`config.mk`:
```
export PLATFORM = sky130hd
export DESIGN_NAME = regincr_rr_sched
export DESIGN_NICKNAME = d
export VERILOG_FILES = /design/src/rtl/regincr_sched_pkg.sv /design/src/rtl/regincr_dp.sv /design/src/rtl/regincr_rr_sched.sv
export SDC_FILE = /design/constraint.sdc
export NUM_CORES = 1
export LEC_CHECK = 0
export ABC_AREA = 1
export CAP_MARGIN = 20
export CORE_MARGIN = 2
export CORE_UTILIZATION = 47
export DETAILED_ROUTE_END_ITERATION = 6
export PLACE_DENSITY_LB_ADDON = 0.25
export SLEW_MARGIN = 5
export SYNTH_ARGS = -nofsm -noshare
export SYNTH_HDL_FRONTEND = slang
export SYNTH_HIERARCHICAL = 1
export SYNTH_SLANG_ARGS = --single-unit
```
`constraint.sdc`:
```
create_clock -name clk -period 3.95 [get_ports clk]
set_input_delay 0.395 -clock clk [delete_from_list [all_inputs] [get_ports clk]]
set_output_delay 0.395 -clock clk [all_outputs]
set_load 0.02 [all_outputs]
```
`src/rtl/regincr_sched_pkg.sv`:
```
// Shared types and constants for the round-robin scheduled +1 incrementer.
package regincr_sched_pkg;

  localparam int unsigned DEF_NBITS = 8;
  localparam int unsigned DEF_CBITS = 3;

  typedef logic [1:0] state_t;
  localparam state_t IDLE = 2'd0;
  localparam state_t CALC = 2'd1;
  localparam state_t DONE = 2'd2;

  localparam logic REQ0 = 1'b0;
  localparam logic REQ1 = 1'b1;

  // Request message is {count, data}: data occupies the low NBITS bits.
  localparam int unsigned DATA_LSB = 0;

  function automatic int unsigned count_lsb(input int unsigned nbits);
    return nbits;
  endfunction

endpackage

```
`src/rtl/regincr_dp.sv`:
```
// Working register with parallel load and +1 increment (modulo 2^NBITS).
module regincr_dp
  import regincr_sched_pkg::*;
#(
  parameter int unsigned NBITS = DEF_NBITS
) (
  input  logic             clk,
  input  logic             reset,
  input  logic             load,
  input  logic             incr,
  input  logic [NBITS-1:0] load_data,
  output logic [NBITS-1:0] out
);

  logic [NBITS-1:0] work_q;

  // Load has priority; the two are never requested together by the scheduler.
  always_ff @(posedge clk) begin
    if (reset)     work_q <= '0;
    else if (load) work_q <= load_data;
    else if (incr) work_q <= work_q + NBITS'(1);
  end

  assign out = work_q;

endmodule

```
`src/rtl/regincr_rr_sched.sv`:
```
// Two requesters share one registered incrementer; round-robin grant,
// one transaction in flight, response routed back to the originator.
module regincr_rr_sched
  import regincr_sched_pkg::*;
#(
  parameter int unsigned NBITS = DEF_NBITS,
  parameter int unsigned CBITS = DEF_CBITS
) (
  input  logic                   clk,
  input  logic                   reset,

  input  logic                   req0_val,
  output logic                   req0_rdy,
  input  logic [CBITS+NBITS-1:0] req0_msg,
  output logic                   resp0_val,
  input  logic                   resp0_rdy,
  output logic [NBITS-1:0]       resp0_msg,

  input  logic                   req1_val,
  output logic                   req1_rdy,
  input  logic [CBITS+NBITS-1:0] req1_msg,
  output logic                   resp1_val,
  input  logic                   resp1_rdy,
  output logic [NBITS-1:0]       resp1_msg
);

  localparam int unsigned MBITS   = CBITS + NBITS;
  localparam int unsigned CNT_LSB = count_lsb(NBITS);

  state_t           state_q, state_d;
  logic [CBITS-1:0] counter_q;
  logic             owner_q;
  logic             rr_ptr_q;

  logic             grant;
  logic [MBITS-1:0] grant_msg;
  logic [NBITS-1:0] grant_data;
  logic [CBITS-1:0] grant_cnt;
  logic             fire;
  logic             resp_ack;
  logic [NBITS-1:0] work;

  // Arbitration: a lone requester wins, the pointer breaks ties.
  always_comb begin
    grant = REQ0;
    if (req0_val && req1_val) grant = rr_ptr_q;
    else if (req1_val)        grant = REQ1;
    grant_msg  = (grant == REQ1) ? req1_msg : req0_msg;
    grant_data = grant_msg[DATA_LSB +: NBITS];
    grant_cnt  = grant_msg[CNT_LSB +: CBITS];
    resp_ack   = (owner_q == REQ1) ? resp1_rdy : resp0_rdy;
  end

  always_ff @(posedge clk) begin
    if (reset) state_q <= IDLE;
    else       state_q <= state_d;
  end

  // Next state and handshake outputs; everything is forced low while in reset.
  always_comb begin
    state_d   = state_q;
    fire      = 1'b0;
    req0_rdy  = 1'b0;
    req1_rdy  = 1'b0;
    resp0_val = 1'b0;
    resp1_val = 1'b0;
    resp0_msg = '0;
    resp1_msg = '0;
    case (state_q)
      IDLE: begin
        if (!reset) begin
          req0_rdy = req0_val && (grant == REQ0);
          req1_rdy = req1_val && (grant == REQ1);
          fire     = req0_val || req1_val;
        end
        if (fire) state_d = (grant_cnt != '0) ? CALC : DONE;
      end
      CALC: begin
        if (counter_q == CBITS'(1)) state_d = DONE;
      end
      DONE: begin
        if (!reset) begin
          resp0_val = (owner_q == REQ0);
          resp1_val = (owner_q == REQ1);
          resp0_msg = (owner_q == REQ0) ? work : '0;
          resp1_msg = (owner_q == REQ1) ? work : '0;
        end
        if (resp_ack) state_d = IDLE;
      end
      default: state_d = IDLE;
    endcase
  end

  always_ff @(posedge clk) begin
    if (reset) begin
      counter_q <= '0;
      owner_q   <= REQ0;
      rr_ptr_q  <= REQ0;
    end else if (fire) begin
      counter_q <= grant_cnt;
      owner_q   <= grant;
      rr_ptr_q  <= ~grant;
    end else if (state_q == CALC) begin
      counter_q <= counter_q - CBITS'(1);
    end
  end

  regincr_dp #(.NBITS(NBITS)) u_dp (
    .clk       (clk),
    .reset     (reset),
    .load      (fire),
    .incr      (state_q == CALC),
    .load_data (grant_data),
    .out       (work)
  );

endmodule

```
== Word-level counts from Yosys, hierarchy flattened ==
Index checks and enable logic that the tools add are counted.
Word-level totals
  register bits: 15
  word-level logic and storage cells: 53
Operators by class
  add/sub/neg operators: 2
  eq/ne operators: 6
  multiplexer cells: 30
  bitwise gates (word level): 2
  reductions and logical operators: 8
Operator list (number)
  8-bit two-way mux: 8
  1-bit two-way mux: 14
  11-bit two-way mux: 1
  8-bit by 1-bit adder with 8-bit output (second input constant): 1
  2-bit two-way mux: 4
  3-bit two-way mux: 2
  2-bit != test (second input constant): 3
  2-bit case mux with 3 select lines: 1
  3-bit by 1-bit equality test with 1-bit output (second input constant): 1
  1-bit logical AND: 3
  3-bit AND reduction: 1
  3-bit nonzero test: 1
  3-bit by 1-bit subtractor with 3-bit output (second input constant): 1
  2-bit by 1-bit equality test with 1-bit output (second input constant): 1
  2-bit equality test (second input constant): 1
  2-bit zero test: 1
  1-bit NOT: 2
  2-bit nonzero test: 1
  1-bit logical OR: 1

== Depth between registers and ports, before layout ==
  depth after elaboration: 7
  gate-level depth with buffers: 11
  gate-level depth less buffers: 10

== Modules after synthesis ==
The synthesis kept the hierarchy.
Modules (own cells, without submodules)
  regincr_rr_sched: instances 1, cells an instance 134, area each 759.5 µm², seq. area each 140.1 µm²
  regincr_dp: instances 1, cells an instance 70, area each 489.2 µm², seq. area each 160.2 µm²

== Least setup slack after synthesis ==
Ideal clock, no wire load.
  kind: register to output
  from: register state_q[1]
  to: output port resp0_msg[0]
  arrival time: 1.373 ns
  required time: 3.555 ns
  path slack: 2.182 ns
  stages on the path, launching flop included: 7
  buffers on the path: 0
  cells stage by stage: dfxtp_1 inv_1 nor2_1 inv_1 nor3_2 inv_2 nor2_1
Between the ends
  cells in the longest elaborated chain, start to end: 2
RTL lines
  from (decl): RTL line regincr_rr_sched.sv:30  | state_t state_q, state_d;
  from (signal assigned): RTL line regincr_rr_sched.sv:56  | else state_q <= state_d;
  2-bit equality test: RTL line regincr_rr_sched.sv:69  | case (state_q)
  8-bit two-way mux: RTL line regincr_rr_sched.sv:69
  to (decl): RTL line regincr_rr_sched.sv:17  | output logic [NBITS-1:0] resp0_msg,
Every way passes these cells.

== Final worst setup path ==
  from: input port reset
  to: output port req0_rdy
Between the ends
  cells in the longest elaborated chain, start to end: 2
RTL lines
  from (decl): RTL line regincr_rr_sched.sv:10  | input logic reset,
  1-bit two-way mux: RTL line regincr_rr_sched.sv:71  | if (!reset) begin
  1-bit two-way mux: RTL line regincr_rr_sched.sv:69
  to (decl): RTL line regincr_rr_sched.sv:13  | output logic req0_rdy,
Every way passes these cells.

==> metrics.cfg <==
[timing]
setup_violations=0
worstMarginPinSlew_ns=0.559
tns_ns=0
min_period_over_period=0.746
hold_violations=0
fin_hold_ws_ns=0.482
fin_ws_ns=1.00
slew_viol_final=0
fmax_mhz=339
rsz0062_at_grt=false
min_period_ns=2.95
relSlewSlack=0.626
fin_skew_ns=0.00942

[global_routing]
track_usage=0.205
overflow=0
grtUsageMet3=0.0609
use_met2=0.376
antenna_found_initial=0
grt_pass1_wl_um=5270
top_usage_layer=met2
grt_max_degree=14
met1_usage=0.227
grt_pass1_vias=1350

[logic_synthesis]
synth.ff_latch_count=15
synth_warnings=6
dominantRegCellSynth=dfxtp_1
syn_area_um2=1250
syn-num-nets=235
synth_cell_types=29
avgSynthCellArea_um2=6.12
synth_top_cell_by_area=dfxtp_1
yosys.area.top_type_share=0.240
yosysSeqAreaShare=0.240
syn_inst=204
synth_edf_count=0
ys_top_cells_by_area=dfxtp_1 24%, nand2_1 17%, inv_1 9.6%
async_flop_share=0

[pwr]
total_power_uw=702
ir_worst_vdd_mv=0.398
p_per_area_nw_per_um2=399
power_leakage_nw=0.746

[die]
ios=48
core-area_um2=2500
initial_core_util=0.499
die_w_um=55.5
num_rows=18
die_h_um=55.5
dieArea_um2=3090

[final_layout]
drive_above_1_share=0.123
multi_input_area_um2=744
final_nets=285
final_common_cell=nand2_1
nFillCells=212
mostFrequentLayoutCells=58 x nand2_1, 47 x clkdlybuf4s50_1, 32 x inv_1, 26 x nor2_1
diodes=0
area_delta_synth_final_pct=41.0
final-seq-area_um2=300

[routing]
routed_wl_um=3060
drt_iter0_markers=50
post-route-drc-count=0
drtPass1Iterations=4
vias_per_cell=4.90
wl_per_cell_um=10.8
vias=1388
ant_nets=0

[clock_tree]
worstSkewPairLatency_ns=0.29
h-tree-depth=1
clkTransAtPathRegs_ns=0.08
cts_setup_buffers=0
cts_buffer_depth=2
ctsHoldBuffers=0
cts_tree=done
cts_root_buffer=clkbuf_4
numCtsBuffers=3
cts-resized-gates=0
cts.sinks=15

[critical_path]
r2r_start=state_q[1]
r2r_end=u_dp/out[7]
crit_type=in -> out
crit_required_ns=3.56
worstPathArrival_ns=2.55
slowest_delay_ns=0.69
crit_family=buffers and inverters
regToRegSetupSlack_ns=2.45
path_cells=clkdlybuf4s50_1 -> inv_2 -> o21ai_2 -> nor2_4 -> inv_6 -> nor2_4 -> clkdlybuf4s50_1
crit_slowest_cell=clkdlybuf4s50_1
path_max_fanout=12
crit_path_end_kind=output pin
crit_buf_inv=4
r2r_cells=6
start_kind=input pin

[run_status]
run_status=finished, final reports clean

[hold_path]
hold_end=rr_ptr_q
holdPathStages=2
hold_path.class=reg -> reg
min-delay-start=rr_ptr_q

[placed_design]
pre_cts_ws_ns=1.03
dp_hpwl_um=2440
gp_congestion=0.802
port_buffers=47

[flow_run]
maxCapViolations=0

Yosys cell counts, types with 3 or more instances:
cell type,number
nand2_2,5
dfxtp_1,15
nor2_2,5
ha_1,3
nand3_1,15
inv_1,32
inv_2,6
a22oi_1,4
nor2_1,26
nand2_1,58
a21oi_1,8
sequential cells by signal, summed over array words and instances (netlist names):
name       count
state_q        2
rr_ptr_q       1
u_dp/out       8
owner_q        1
counter_q      3
layout make-up:
class                           count  share of cell area
Inverter                           40               0.103
Multi-Input combinational cell    147               0.423
Timing Repair Buffer               47               0.267
Clock buffer                        4              0.0149
Tap cell                           30              0.0213
Sequential cell                    15               0.171
worst reg2reg max path, stage by stage (launching register included):
cell	delay, ns
dfxtp_1	0.36
nor2_2	0.14
inv_1	0.09
nor2_4	0.33
nor2_2	0.14
a22oi_1	0.25
a21oi_2	0.08
worst max-delay path by stage:
stage | cells after the start | slack [ns] | startpoint | endpoint
2_1_floorplan | 6 | 2.18 | state_q[1] | resp0_msg[0]
6_report | 7 | 1.00 | reset | req0_rdy
3_5_place_dp | 7 | 1.03 | reset | req0_rdy
4_1_cts | 7 | 1.02 | reset | req0_rdy
5_1_grt | 7 | 0.93 | reset | req0_rdy
3_3_place_gp | 7 | 1.06 | reset | req0_rdy
metal layers:
metal  vias to the layer above  wire (µm)
met2                        31       1510
li1                        733          -
met1                       615       1360
met4                         0         69
met5                         -          0
met3                         9        128
cell families (layout without fill, tap and decap cells):
group / count (synthesis) / count (layout) / synth area share
buffers and inverters: 42 / 91 / 0.163
and+or+nand+nor: 117 / 117 / 0.424
xor gates and xnor gates: 1 / 1 / 0.00702
adders and majority gates: 3 / 3 / 0.0301
DFF: 15 / 15 / 0.240
AOI/OAI and AO/OA: 26 / 26 / 0.135
stage by stage:
| stage | instance area (µm²) | utilization | instances |
|---|---|---|---|
| global route | 1760 | 0.704 | 283 |
| CTS | 1760 | 0.704 | 283 |
| finish | 1760 | 0.704 | 283 |
| floorplan | 1250 | - | 204 |
| global placement | 1730 | 0.694 | 279 |
| detailed placement | 1730 | 0.694 | 279 |
power breakdown:
part           internal (mW)  total (mW)  switching, mW
Clock                 0.0393      0.0911         0.0518
Combinational          0.149       0.372          0.223
Sequential             0.194       0.239         0.0456
Total                  0.382       0.702          0.320
(Power assumes the default switching activity.)
